### config.mk
export PLATFORM = sky130hd
export DESIGN_NAME = mem_access_unit
export DESIGN_NICKNAME = d
export VERILOG_FILES = /design/src/rtl/mem_access_unit.sv
export SDC_FILE = /design/constraint.sdc
export NUM_CORES = 1
export LEC_CHECK = 0
export ABC_AREA = 1
export CAP_MARGIN = 15
export CORE_MARGIN = 2
export CORE_UTILIZATION = 40
export DETAILED_ROUTE_END_ITERATION = 10
export PLACE_DENSITY = 0.77
export SYNTH_ARGS = -nofsm -noshare
export SYNTH_HDL_FRONTEND = slang
export SYNTH_SLANG_ARGS = --single-unit
### constraint.sdc
create_clock -name clk -period 1.6 [get_ports clk]
set_input_delay 0.32 -clock clk [delete_from_list [all_inputs] [get_ports clk]]
set_output_delay 0.32 -clock clk [all_outputs]
set_load 0.02 [all_outputs]
### src/rtl/mem_access_unit.sv
// ---------------------------------------------------------------------------
// mem_access_unit
//   Memory-stage load/store unit. It takes the M-stage effective address and
//   store data and runs one req/addr_ok/data_ok transaction on the data bus.
//   Stores are aligned into byte lanes with matching strobes. Loads are
//   sign- or zero-extended. The unit holds the pipeline with stallM while a
//   transaction is outstanding. The completion cycle (doneM) drops the stall
//   so that the M->W register can capture rdataM.
//
// Ports
//   clk, rst                 clock, synchronous active-high reset
//   memenM, memopM           M-stage memory enable and op code
//                            (LB,LBU,LH,LHU,LW,SB,SH,SW)
//   addrM, wdataM, flushM    effective address, raw store data, cancel
//   rdataM, doneM, berrM     extended load result, completion, bus timeout
//   stallM, adelM, adesM     pipeline freeze, load/store misalignment
//   data_req .. data_wdata   registered bus request side
//   data_addr_ok, data_data_ok, data_rdata   bus handshake and read data
// ---------------------------------------------------------------------------
module mem_access_unit #(
    parameter int WAIT_MAX = 255
) (
    input  logic        clk,
    input  logic        rst,
    input  logic        memenM,
    input  logic [2:0]  memopM,
    input  logic [31:0] addrM,
    input  logic [31:0] wdataM,
    input  logic        flushM,
    output logic [31:0] rdataM,
    output logic        doneM,
    output logic        stallM,
    output logic        adelM,
    output logic        adesM,
    output logic        berrM,
    output logic        data_req,
    output logic        data_wr,
    output logic [31:0] data_addr,
    output logic [3:0]  data_wstrb,
    output logic [31:0] data_wdata,
    input  logic        data_addr_ok,
    input  logic        data_data_ok,
    input  logic [31:0] data_rdata
);

    typedef enum logic [1:0] {
        ST_IDLE = 2'd0,
        ST_REQ  = 2'd1,
        ST_WAIT = 2'd2,
        ST_DONE = 2'd3
    } stateT;

    localparam logic [7:0] WAIT_LIMIT = 8'(WAIT_MAX);

    stateT       state;
    stateT       nextState;
    logic        isLoad;
    logic        isStore;
    logic        misal;
    logic        go;
    logic        killNow;
    logic        killFlag;
    logic        timeoutFlag;
    logic [7:0]  waitCnt;
    logic [2:0]  opReg;
    logic [1:0]  offReg;

    // Byte enables for a store. Loads drive no strobes.
    function automatic logic [3:0] storeStrb(input logic [2:0] op, input logic [1:0] off);
        case (op)
            3'b101:  storeStrb = 4'b0001 << off;
            3'b110:  storeStrb = off[1] ? 4'b1100 : 4'b0011;
            3'b111:  storeStrb = 4'b1111;
            default: storeStrb = 4'b0000;
        endcase
    endfunction

    // Replicate the store data across the lanes so the strobes pick the right copy.
    function automatic logic [31:0] storeData(input logic [2:0] op, input logic [31:0] wd);
        case (op)
            3'b101:  storeData = {4{wd[7:0]}};
            3'b110:  storeData = {2{wd[15:0]}};
            3'b111:  storeData = wd;
            default: storeData = 32'd0;
        endcase
    endfunction

    // Select the addressed byte or halfword and extend it according to the op.
    function automatic logic [31:0] loadExtend(input logic [2:0] op, input logic [1:0] off,
                                               input logic [31:0] rd);
        logic [7:0]          b;
        logic [15:0]         h;
        logic signed [7:0]   sByte;
        logic signed [15:0]  sHalf;
        b     = rd[{off, 3'b000} +: 8];
        h     = rd[{off[1], 4'b0000} +: 16];
        sByte = signed'(b);
        sHalf = signed'(h);
        case (op)
            3'b000:  loadExtend = 32'(sByte);
            3'b001:  loadExtend = {24'd0, b};
            3'b010:  loadExtend = 32'(sHalf);
            3'b011:  loadExtend = {16'd0, h};
            default: loadExtend = rd;
        endcase
    endfunction

    // Op decode and alignment check on the live M-stage inputs.
    always_comb begin
        isLoad  = (memopM <= 3'b100);
        isStore = ~isLoad;
        case (memopM)
            3'b010, 3'b011, 3'b110: misal = addrM[0];
            3'b100, 3'b111:         misal = |addrM[1:0];
            default:                misal = 1'b0;
        endcase
        go = memenM & ~misal & ~flushM;
    end

    // A flush seen during WAIT also cancels the result, not only one seen at the handshake.
    assign killNow = killFlag | flushM;

    // State register
    always_ff @(posedge clk) begin
        if (rst) begin
            state <= ST_IDLE;
        end else begin
            state <= nextState;
        end
    end

    // Next-state logic
    always_comb begin
        nextState = state;
        case (state)
            ST_IDLE: begin
                if (go) nextState = ST_REQ;
            end
            ST_REQ: begin
                if (data_addr_ok)  nextState = ST_WAIT;
                else if (flushM)   nextState = ST_IDLE;
            end
            ST_WAIT: begin
                if (data_data_ok || (waitCnt == WAIT_LIMIT))
                    nextState = killNow ? ST_IDLE : ST_DONE;
            end
            ST_DONE: begin
                nextState = ST_IDLE;
            end
            default: nextState = ST_IDLE;
        endcase
    end

    // Output logic
    always_comb begin
        doneM  = (state == ST_DONE);
        berrM  = (state == ST_DONE) & timeoutFlag;
        stallM = ((state == ST_IDLE) & go) | (state == ST_REQ) | (state == ST_WAIT);
        adelM  = memenM & isLoad & misal;
        adesM  = memenM & isStore & misal;
    end

    // Bus request registers, wait counter and the captured result
    always_ff @(posedge clk) begin
        if (rst) begin
            data_req    <= 1'b0;
            data_wr     <= 1'b0;
            data_addr   <= 32'd0;
            data_wstrb  <= 4'd0;
            data_wdata  <= 32'd0;
            rdataM      <= 32'd0;
            opReg       <= 3'd0;
            offReg      <= 2'd0;
            killFlag    <= 1'b0;
            timeoutFlag <= 1'b0;
            waitCnt     <= 8'd0;
        end else begin
            case (state)
                ST_IDLE: begin
                    if (go) begin
                        data_req    <= 1'b1;
                        data_wr     <= isStore;
                        data_addr   <= {addrM[31:2], 2'b00};
                        data_wstrb  <= storeStrb(memopM, addrM[1:0]);
                        data_wdata  <= storeData(memopM, wdataM);
                        opReg       <= memopM;
                        offReg      <= addrM[1:0];
                        killFlag    <= 1'b0;
                        timeoutFlag <= 1'b0;
                    end
                end
                ST_REQ: begin
                    if (data_addr_ok) begin
                        data_req <= 1'b0;
                        killFlag <= flushM;
                        // Counting from 1 makes WAIT_MAX the number of WAIT cycles spent.
                        waitCnt  <= 8'd1;
                    end else if (flushM) begin
                        data_req <= 1'b0;
                    end
                end
                ST_WAIT: begin
                    waitCnt <= waitCnt + 8'd1;
                    if (flushM) killFlag <= 1'b1;
                    if (data_data_ok) begin
                        timeoutFlag <= 1'b0;
                        // Stores leave the previous load result untouched.
                        if (!killNow && (opReg <= 3'b100))
                            rdataM <= loadExtend(opReg, offReg, data_rdata);
                    end else if ((waitCnt == WAIT_LIMIT) && !killNow) begin
                        timeoutFlag <= 1'b1;
                        rdataM      <= 32'd0;
                    end
                end
                default: ;
            endcase
        end
    end

endmodule

==> flow_results.org, run 1 <==
** Synth
- Mapped Area :: 5590 µm²
- The synthesized design contains 117 register bits.
- Average cell area after synthesis :: 6.70 µm²
- Count of distinct cell types in the synthesized netlist :: 32
- Synthesis Warnings :: 0
- Post-synthesis async set-or-reset flop share :: 0
- Number of instances in the synthesized netlist :: 835
- Number of enable-type register cells in the synthesized netlist :: 0
- For this run, the leading register cell type out of synthesis is dfxtp_1.
- Part of the Yosys area used for sequential elements :: 0.419

** Final layout
- Counting the fill cells in the layout gives 1187.
- Post-layout net count :: 1205
- Leaving out fill and tap cells, the most frequent cell in the layout is nand2_1.
- Summing all flip-flop and latch instances after layout gives 2350 µm².
- Leaving out fill and tap cells, the most frequent cells in the layout are nand2_1 (197), nor2_1 (124), dfxtp_1 (113).
- Area Growth Syn to Fin :: 66.6%
- The finished layout holds 1285 standard cells, fillers aside.
- Once layout is complete, the utilization of the core stands at 0.676.
- Proportion of layout cells with a drive suffix above 1 :: 0.190
- Multi-input gate area in the final layout :: 3150 µm²

** Route
- The final route contains 6595 vias.
- The pre-antenna-repair detailed-routing pass consisted of 5 iterations.
- Antenna Nets Post-Route :: 0
- Drt via density :: 5.13
- For this run, design rule violations remaining after detail routing come to 0.
- The detailed router finished its first iteration with 546 violations.
- Summed over all layers, the routed wires come to 20400 µm.
- In the final routed layout, each cell accounts on average for 15.9 µm.

** Critical path
- Type of origin of the critical path :: register
- Data on the critical path arrives at its endpoint at 1.38 ns.
- In this run the register-to-register setup slack is -0.05 ns.
- Crit Reg-Reg Endpoint :: rdataM[17]
- Length in cells of the worst reg-to-reg path :: 11
- Highest net fanout along the worst path :: 3
- In this run the worst setup path terminates at stallM.
- By startpoint and endpoint, the worst setup path is classified as register to output pin.
- For the worst setup path, the data required time is 1.28 ns.
- The most critical setup path has its startpoint at state[0].
- Critical Path Sink Type :: output pin
- Beginning of the worst register-to-register path :: state[1]

** CTS
- For the worst-skew pair, the clock arrives at the later sink with an insertion delay of 0.42 ns.
- Clock slew seen by the registers of the worst setup and hold paths :: 0.05 ns
- H-tree levels :: 4
- Number of sinks driven by the clock tree :: 117
- CTS tree :: built
- Clock buffer depth :: 2
- The root buffer cell chosen for the clock tree is clkbuf_16.
- Number of CTS-inserted buffers :: 17
- For this design, the CTS-stage hold fixing added 0 buffers.

** Global routing
- Entering global routing, the biggest net connects 75 pins.
- For this run, the total global-route usage over all layers was measured as 0.262.
- Total gr overflow :: 0
- The first global-routing pass estimated 30900 µm of wire.
- The number of global-route vias before repair is 6283.
- Met2 GRT Util :: 0.434
- Met3 layer usage reported by global route :: 0.0883
- The layer flagged by global routing as most heavily used is met2.
- Initial antenna violation count :: 0
- In the global route stage, met1 resource usage came out at 0.322.

** Timing
- Setup_tns :: -0.274 ns
- Setup repair after global routing could not meet its margin everywhere.
- For the finished layout, the period the worst path requires is 1.70 ns.
- Timing would allow up to 587 MHz.
- The final max-slew violation count came to 0.
- Final setup violation count :: 6
- The total count of hold-check failures in the final report was 0.
- Final critical-path share of the clock period :: 1.07
- Worst clock skew on the final layout :: 0.00912 ns
- After layout, the worst setup slack is -0.104 ns.

** Power
- For this design the static power due to leakage is 0.00432 µW.
- Power density normalized to cell area :: 1150 nW/µm²
- Across the VDD grid, the largest voltage drop is 0.000765 V.

** Run status
- The run finished, with violations left.
- Violations in the final reports :: negative setup slack

** Floorplanning
- The die covers 14900 µm².
- Initial Utilization :: 0.406
- The die is 122 µm tall.
- Std-Cell Core Area :: 13800 µm²
- Number of standard-cell rows in the floorplan :: 43
- The die is 122 µm wide.
- Number of top-level design ports :: 212

** Min path
- Class of the tightest hold or removal check :: primary input to register

** Placed design
- Count of port buffers added during placement :: 209
- Once placement completed, the tool counted placed cells totaling 1236.
- Pre-CTS WS :: -0.788 ns
- At the end of routability-driven placement, the weighted congestion stood at 0.902.
- Detailed placement ended at an HPWL of 13400 µm.

** Flow run
- The tool flagged a number of max-cap violations equal to 0.
## per-layer routing
layer,vias up,wire length (µm)
met1,3053,8370
met3,36,1750
met4,0,418
met5,-,0
met2,263,9870
li1,3243,-
## metrics by stage
| stage | area, µm² | hold WS [ns] | total power (µW) |
|---|---|---|---|
| floorplan | 5600 | 0.439 | 5100 |
| global placement | 8190 | 0.448 | 6560 |
| detailed placement | 8190 | 0.453 | 6590 |
| CTS | 8980 | 0.190 | 10300 |
| global route | 9310 | 0.216 | 11200 |
| finish | 9320 | 0.206 | 10700 |
## layout make-up
cell class	count	share of cell area
multi-input combinational	615	0.338
timing repair buffer	291	0.303
inverter	52	0.0238
sequential	117	0.252
tap	180	0.0242
clock inverter	5	0.00537
clock buffer	24	0.0528
antenna	1	0.000269
## cell usage after synthesis (2+ instances only)
cell type / number / share of area
o21ai_0: 77 / 0.069
clkbuf_1: 24 / 0.016
nand2_1: 207 / 0.14
o31ai_1: 3 / 0.0040
nor2_1: 131 / 0.088
ha_1: 6 / 0.013
a21oi_1: 106 / 0.095
nand3_1: 44 / 0.039
buf_4: 6 / 0.0081
buf_2: 15 / 0.013
inv_1: 48 / 0.032
o21ai_1: 8 / 0.0072
o211ai_1: 10 / 0.013
buf_6: 6 / 0.012
nor2_2: 2 / 0.0022
nand3_2: 2 / 0.0036
dfxtp_1: 117 / 0.42
nor3_1: 4 / 0.0036
nand4_1: 4 / 0.0045
clkinv_1: 3 / 0.0020
## flip-flops by register name (all words and copies together), names as in the netlist
| register | cells |
|---|---|
| waitCnt | 8 |
| data_req | 1 |
| timeoutFlag | 1 |
| data_addr | 30 |
| offReg | 2 |
| data_wstrb | 4 |
| data_wr | 1 |
| killFlag | 1 |
| state | 2 |
| data_wdata | 32 |
| opReg | 3 |
| rdataM | 32 |
## worst min-delay path by stage
stage	start	endpoint	slack (ns)	cells past startpoint
floorplan	timeoutFlag	timeoutFlag	0.44	2
global placement	data_wdata[17]	data_wdata[17]	0.45	2
detailed placement	data_wstrb[1]	data_wstrb[1]	0.45	2
CTS	rst	waitCnt[1]	0.19	2
global route	rst	waitCnt[1]	0.22	2
finish	rst	waitCnt[1]	0.21	2
## repair_timing
item | CTS | global route
hold endpoints to repair | 0 | 0
gates resized for setup | 209 | 97
buffers inserted | 8 | 6
pin swaps | 15 | 37
cloned | 4 | 2
setup endpoints to repair | 218 | 102
## kinds of logic after synthesis
| group | share of synthesized area |
|---|---|
| flops | 0.419 |
| buf+inv | 0.0852 |
| simple gates | 0.285 |
| other cells | 0.000670 |
| xor+xnor | 0.00157 |
| fa+ha+maj | 0.0134 |
| compound gates | 0.195 |
## power breakdown
group	total, µW	switching (µW)	internal, µW
combinational	3790	2090	1700
sequential	3380	167	3210
clock	3510	1260	2260
## critical path, cell delays in order (launching register included)
cell	delay, ns
dfxtp_2	0.34
inv_4	0.08
ha_4	0.15
inv_4	0.04
nor2_4	0.11
inv_2	0.06
nand2_2	0.08
buf_6	0.11
Power figures use the tool's default switching activity.
==> run 2, diff against run 1 <==
- CORE_ASPECT_RATIO: not set -> 1.5
- CORE_UTILIZATION: 40 -> 53
- DONT_BUFFER_PORTS: not set -> 1
- PLACE_DENSITY: 0.77 -> 0.71
==> run 2 against run 1 <==
  * The flow still finishes with violations (negative setup slack)
  * Via count fell by 13%
  * Sequential share of layout area rose by 8.9 points
  * Hold slack got worse by 0.18 ns
  * Clock skew rose by 0.0052 ns
  * Setup slack improved by 0.0086 ns
  * Largest power group is now clock
  * Cell area fell by 26%
  * Global-route usage rose by 2.4 points
  * Critical path depth fell by 2
  * Highest routed layer unchanged
==> flow_results.org, run 2 (synthesis gave the netlist of run 1 again) <==
** Power
- Fraction of power spent switching nets :: 0.333 (+0.00419)
- Internal power :: 7010 µW (-2.1%)
- Max rail drop VDD :: 0.00114 V (+49%)
- The part of the total power dissipated in combinational logic came to 0.233 (-0.122).
- The portion of total power attributed to the clock network came to 0.413 (+0.084).
- The switching power of the nets is 3500 µW (-0.25%).
- Power density normalized to cell area :: 1520 nW/µm² (+33%)
- The leakage power total came to 0.00293 µW (-32%).
- The final total power was 10500 µW (-1.5%).
- Sequential cell fraction of total power :: 0.355 (+0.039)

** Critical path
- Worst EP required :: 1.28 ns (about the same)
- CP Class :: register to output pin
- The worst setup path is captured at an output pin.
- The maximum net fanout on the critical path came to 4 (+1).
- The worst setup path is launched from a register.
- The arrival time reported for the critical path endpoint came to 1.38 ns (about the same).

** CTS
- TritonCTS built the clock tree.
- H-tree levels :: 4 (unchanged)
- CTS Root Cell :: clkbuf_16
- The clock transition at the register clock pins on the worst setup and hold paths after CTS came to 0.06 ns (about the same).
- The CTS sink count is 117 (unchanged).
- Clock buffer depth :: 2 (unchanged)
- Number of CTS-inserted buffers :: 17 (unchanged)
- Worst-skew pair later-pin latency :: 0.42 ns (about the same)

** Final layout
- Post-layout net count :: 966 (-20%)
- The fill cell instance count of the final layout is 864 (-27%).
- The number of diodes was 0 (-1).
- Biggest regs :: data_wdata (32), rdataM (32), data_addr (30)
- Most frequent cells in the layout :: nand2_1 (205), nor2_1 (124), dfxtp_1 (111)
- Most frequent standard cell in the layout excluding fill and tap cells :: nand2_1
- The layout cell share with drive strength beyond 1 is 0.143 (-0.0474).
- Relative to the synthesized area, the layout overhead comes to 23.5%.

** Flow run
- The count of max-cap constraint violations is 0 (unchanged).

** Route
- Drt via density :: 5.69 (+11%)
- Vias post-DR :: 5740 (-13%)
- The residual DRC count is 0 (unchanged).
- Count of routing violations after the opening detailed-route iteration :: 303 (-45%)
- The remaining antenna violation count was 0 (unchanged).
- The number of detailed-route iterations in the first pass is 5 (unchanged).
- The total routed wirelength came to 17600 µm (-14%).
- Avg WL per Cell :: 17.4 µm (+9.7%)

** Timing
- The final number of setup-violating endpoints is 1 (-5).
- The maximum achievable frequency is 590 MHz (+0.51%).
- Count of final hold-check violations :: 0 (unchanged)
- The summed negative setup slack over all endpoints was -0.0956 ns (+0.178 ns).
- The final critical delay including setup and external delays is 1.70 ns (-0.00861 ns).
- Setup slack of the critical path after layout :: -0.0956 ns (+0.00861 ns)
- Setup repair after global routing missed its margin :: true
- Max Slew Vio Count :: 0 (unchanged)
- The worst-case clock skew came to 0.0143 ns (+0.00518 ns).
- Hold_ws :: 0.0264 ns (-0.179 ns)
- Final critical-path share of the clock period :: 1.06 (-0.00538)

** Floorplanning
- The effective utilization at floorplan was 0.549 (+0.143).
- The die span in x was 87.9 µm (-28%).
- The area inside the core boundary is 10200 µm² (-26%).
- DIE HEIGHT :: 130 µm (+6.2%)
- Die Area :: 11400 µm² (-24%)
- Number of standard-cell rows in the floorplan :: 45 (+4.7%)
- The I/O pin count is 212 (unchanged).

** Placed design
- The half-perimeter wire length after detailed placement is 11200 µm (-16%).
- The quantity of I/O buffers inserted on ports came to 0 (-100%).
- Pre-CTS WS :: -0.0360 ns (+0.752 ns)
- The routability congestion estimate from global placement came to 0.883 (-2.0%).

** Run status
- Status :: finished, violations left
- The checks that failed: negative setup slack.

** Global routing
- The number of global-route vias before repair was 5345 (-15%).
- The total congestion overflow after global routing came to 0 (unchanged).
- Global-route wire length before repair :: 25600 µm (-17%)
- The number of antenna violations at the first check in global routing came to 0 (unchanged).
- The maximum number of pins on one net before global-route repair was 52 (-31%).
- The global routing usage summed across all routing layers is 0.286 (+0.0239).

** Min path
- Class of the tightest hold or removal check :: primary input to register
==> run 2: changes by cell type in the layout (fill, tap and decap cells not counted), sizes merged <==
cell | before | now
bufinv | 1 | 5
dlygate4sd2 | 103 | 0
clkinv | 7 | 4
diode | 1 | 0
buf | 87 | 47
clkbuf | 28 | 22
inv | 48 | 57
clkdlybuf4s50 | 96 | 0
clkdlybuf4s15 | 1 | 0
==> run 2: worst max-delay path, stage by stage, from the launching register on <==
cell	delay, ns
dfxtp_4	0.39
inv_6	0.05
ha_4	0.17
nor2_4	0.14
nand2_2	0.07
buf_6	0.13
==> run 2: final cells by class <==
cell class | count | area, µm² | share of cell area
multi-input cells | 615 | 2920 | 0.422
well taps | 141 | 176 | 0.0255
clock buffers | 17 | 425 | 0.0616
flip-flops and latches | 117 | 2350 | 0.341
repair buffers | 52 | 583 | 0.0844
clock inverters | 15 | 241 | 0.0350
inverters | 52 | 210 | 0.0304
==> run 2: through the flow <==
| stage | cells | utilization | area, µm² |
|---|---|---|---|
| floorplan | 836 | - | 5600 |
| global placement | 957 | 0.566 | 5770 |
| detailed placement | 957 | 0.566 | 5770 |
| CTS | 999 | 0.652 | 6640 |
| global route | 1009 | 0.678 | 6910 |
| finish | 1009 | 0.678 | 6910 |
==> run 2: path summary, 6_finish.rpt <==
check | from | to | slack (ns) | cells past startpoint
max reg2reg | state[0] | rdataM[24] | 0 | 10
max | state[0] | stallM | -0.1 | 5
min reg2reg | timeoutFlag | timeoutFlag | 0.49 | 2
min | addrM[6] | data_addr[6] | 0.03 | 2
==> run 2: power groups by stage <==
stage | clock network, µW | registers (µW) | logic (µW)
finish | 4340 | 3730 | 2450
global placement | 0 | 3730 | 1780
detailed placement | 0 | 3740 | 1840
floorplan | 0 | 3660 | 1430
CTS | 4370 | 3710 | 2140
global route | 4520 | 3770 | 2690
==> run 2: what timing repair did <==
| action | in CTS | in global routing |
|---|---|---|
| hold endpoints to repair | 45 | 0 |
| pin swaps | 3 | 17 |
| buffers inserted | 8 | 5 |
| hold buffers | 1 | 0 |
| endpoints found under the setup margin | 10 | 112 |
| cloned | 1 | 6 |
| resized for setup | 26 | 39 |
==> run 2: metal layers <==
layer / routed length, µm / track usage / up-vias
li1: - / - / 2768
met1: 6070 / 0.293 / 2615
met2: 9280 / 0.518 / 305
met3: 1580 / 0.0942 / 52
met4: 646 / 0.133 / 0
met5: 0 / 0 / -
==> run 3, diff against run 2 <==
- CORE_MARGIN: 2 -> not set
- GPL_TIMING_DRIVEN: not set -> 0
==> run 3 against run 2 <==
  * The run still ends with negative setup slack left
  * Largest cell class unchanged
  * Hold slack better by 0.014 ns
  * Critical path depth grew 1
  * Sequential cell count unchanged
  * Largest power group is now registers
  * Final cell count up 1.7%
  * Non-clock buffer count grew 17
  * Core utilization decreased by 2.1 points
  * Register-to-register slack better by 0.04 ns
  * Combinational power fell by 4%
  * Via count is 1.0% higher
  * Sequential share of layout area grew 1.2 points
  * Cell area shrank 3.2%
  * Die area shrank 3.8%
==> flow_results.org, run 3 (synthesis gave the netlist of run 1 again) <==
** Run status
- Status :: finished, violations left
- Violations in the final reports :: negative setup slack

** Placed design
- The half-perimeter wire length after detailed placement is 12600 µm (+12%).
- Placed cell area :: 5780 µm² (about the same)
- The placed instance count is 977 (+2.1%).
- The quantity of I/O buffers inserted on ports is 0 (unchanged).
- Weighted congestion reported at the end of routability-driven placement :: 0.949 (+7.4%)

** Timing
- The total count of hold-check failures in the final report was 0 (unchanged).
- The final critical delay including setup and external delays was 1.65 ns (-0.0458 ns).
- Remaining max-slew budget at the tightest pin :: 0.527
- Final setup violation count :: 2 (+1)
- The maximum achievable frequency is 606 MHz (+2.8%).
- Max Slew Vio Count :: 0 (unchanged)
- Setup repair after global routing could not meet its margin everywhere.
- The worst-case clock skew came to 0.00701 ns (-0.00729 ns).
- Setup slack of the critical path after layout :: -0.0498 ns (+0.0458 ns)
- Actual slew at the worst max-slew pin :: 0.710 ns
- Final critical-path share of the clock period :: 1.03 (-0.0286)

** Global routing
- Largest net degree at the start of global routing :: 17 (-67%)
- Met2 GRT Util :: 0.553 (+0.0354)
- The global routing usage summed across all routing layers is 0.311 (+0.0246).
- The total congestion overflow after global routing is 0 (unchanged).
- The met1 demand-to-capacity share in global routing is 0.310 (+0.0171).
- The met3 track utilization from global routing was 0.118 (+0.0242).
- Initial antenna violation count :: 0 (unchanged)
- Global-route wire length before repair :: 26700 µm (+4.1%)
- Most utilized layer in the global route result :: met2
- The number of global-route vias before repair came to 5624 (+5.2%).

** Critical path
- The signal on the critical path passes through inv_4 -> ha_4 -> inv_4 -> nor2_4 -> inv_4 -> nand2_8.
- The arrival time reported for the critical path endpoint is 1.33 ns (-0.05 ns).
- Largest delay share family, worst path :: flip-flops
- STA classifies the critical path startpoint as a register.
- CP Class :: register to output pin
- Crit-path max cell delay :: 0.36 ns (-0.03 ns)
- The worst setup path is captured at an output pin.
- In this design, the critical path's most frequently occurring cell is inv_4.
- Worst EP required :: 1.28 ns (about the same)
- Critical-path top delay cell :: dfxtp_4
- Highest net fanout along the worst path :: 4 (unchanged)
- The count of buffering cells on the critical path with inverters included came to 3 (+1).

** Final layout
- The layout cell share with drive strength beyond 1 was 0.134 (-0.00839).
- Leaving out fill and tap cells, the most frequent cell in the layout is nand2_1.
- The area growth from synthesis to layout is 19.6%.
- The largest registers in the layout are data_wdata (32), rdataM (32), data_addr (30).
- Finished Layout Cells :: 1026 (+1.7%)
- The number of nets in the layout came to 983 (+1.8%).
- Diodes inserted :: 0 (unchanged)
- The cell area after layout came to 6690 µm² (-3.2%).
- In the layout the commonest cells are nand2_1 (204), nor2_1 (126), dfxtp_1 (112).

** Route
- The number of vias after detailed routing came to 5800 (+1.0%).
- The remaining antenna violation count was 0 (unchanged).
- 1st-pass router iterations :: 5 (unchanged)
- Drt via density :: 5.65 (-0.63%)
- The wire length per cell was 16.9 µm (-3.2%).
- Detailed-route wire length :: 17300 µm (-1.6%)
- Count of routing violations after the opening detailed-route iteration :: 278 (-8.3%)
- The residual DRC count was 0 (unchanged).

** Power
- The part of the total power dissipated in combinational logic came to 0.246 (+0.013).
- Internal power :: 6170 µW (-12%)
- The largest vdd supply drop was 0.000898 V (-21%).
- Power density normalized to cell area :: 1430 nW/µm² (-6.3%)
- The leakage power total was 0.00280 µW (-4.5%).
- The register share of total power is 0.389 (+0.034).
- The switching power share of the total is 0.354 (+0.0209).
- Proportion of power drawn by the clock network :: 0.365 (-0.048)
- The switching power of the nets came to 3380 µW (-3.5%).

** CTS
- Number of hold buffers added after CTS :: 0 (-1)
- Clock slew seen by the registers of the worst setup and hold paths :: 0.06 ns (about the same)
- The CTS sink count is 117 (unchanged).
- The number of buffers on the longest clock path came to 2 (unchanged).
- Clock tree synthesis selected as its root buffer the cell clkbuf_16.
- The number of CTS-inserted buffers came to 17 (unchanged).
- CTS tree :: built
- The CTS H-tree depth was 4 (unchanged).
- The clock network latency to the later pin of the worst-skew pair came to 0.41 ns (about the same).

** Flow run
- Max Cap Violations :: 0 (unchanged)

** Floorplanning
- Number of standard-cell rows in the floorplan :: 45 (unchanged)
- The die outline area is 11000 µm² (-3.8%).
- DIE HEIGHT :: 128 µm (-1.5%)
- The I/O pin count came to 212 (unchanged).
- The effective utilization at floorplan is 0.549 (unchanged).
- The die span in x was 85.9 µm (-2.3%).
- Std-Cell Core Area :: 10200 µm² (unchanged)

** Min path
- Class of the tightest hold or removal check :: primary input to register
==> run 3: path summary, 6_finish.rpt <==
kind | endpoint | from | cells after the start | slack (ns)
min reg2reg | timeoutFlag | timeoutFlag | 2 | 0.49
min | data_addr[26] | addrM[26] | 2 | 0.04
max | stallM | state[0] | 6 | -0.05
max reg2reg | waitCnt[1] | state[1] | 9 | 0.04
==> run 3: stage by stage <==
step | hold slack (ns) | setup WS [ns] | total power [µW] | TNS [ns] | utilization
after floorplan | 0.439 | 0.00650 | 5100 | 0 | -
after detailed placement | 0.463 | -0.299 | 5540 | -7.97 | 0.567
after global placement | 0.450 | -0.197 | 5480 | -4.84 | 0.567
after CTS | 0.0326 | -0.103 | 9350 | -0.356 | 0.642
final | 0.0403 | -0.0498 | 9550 | -0.0805 | 0.656
after global routing | 0.0322 | -0.0984 | 10000 | -0.347 | 0.656
==> run 3: repair_timing <==
action / 4_1_cts / 5_1_grt
pin swaps: 6 / 9
endpoints found under the setup margin: 56 / 54
gates resized for setup: 44 / 40
cloned: 0 / 2
setup buffers: 11 / 6
==> run 3: power groups by stage <==
stage,Combinational (µW),Clock [µW],Sequential (µW)
2_1_floorplan,1430,0,3660
3_3_place_gp,1750,0,3720
3_5_place_dp,1800,0,3730
4_1_cts,2150,3500,3700
5_1_grt,2600,3650,3750
6_report,2350,3480,3710
==> run 3: layout make-up <==
type,count,area (µm²)
Multi-Input combinational cell,615,2930
Fill cell,945,3500
Inverter,52,214
Timing Repair Buffer,19,144
Buffer,50,318
Sequential cell,117,2360
Clock inverter,13,103
Clock buffer,19,443
Tap cell,141,176
==> run 3: layer usage <==
metal  part of all wire  vias up
met5                  0        -
met4              0.041        0
met3              0.091       60
met2               0.51      308
met1               0.36     2629
li1                   -     2803
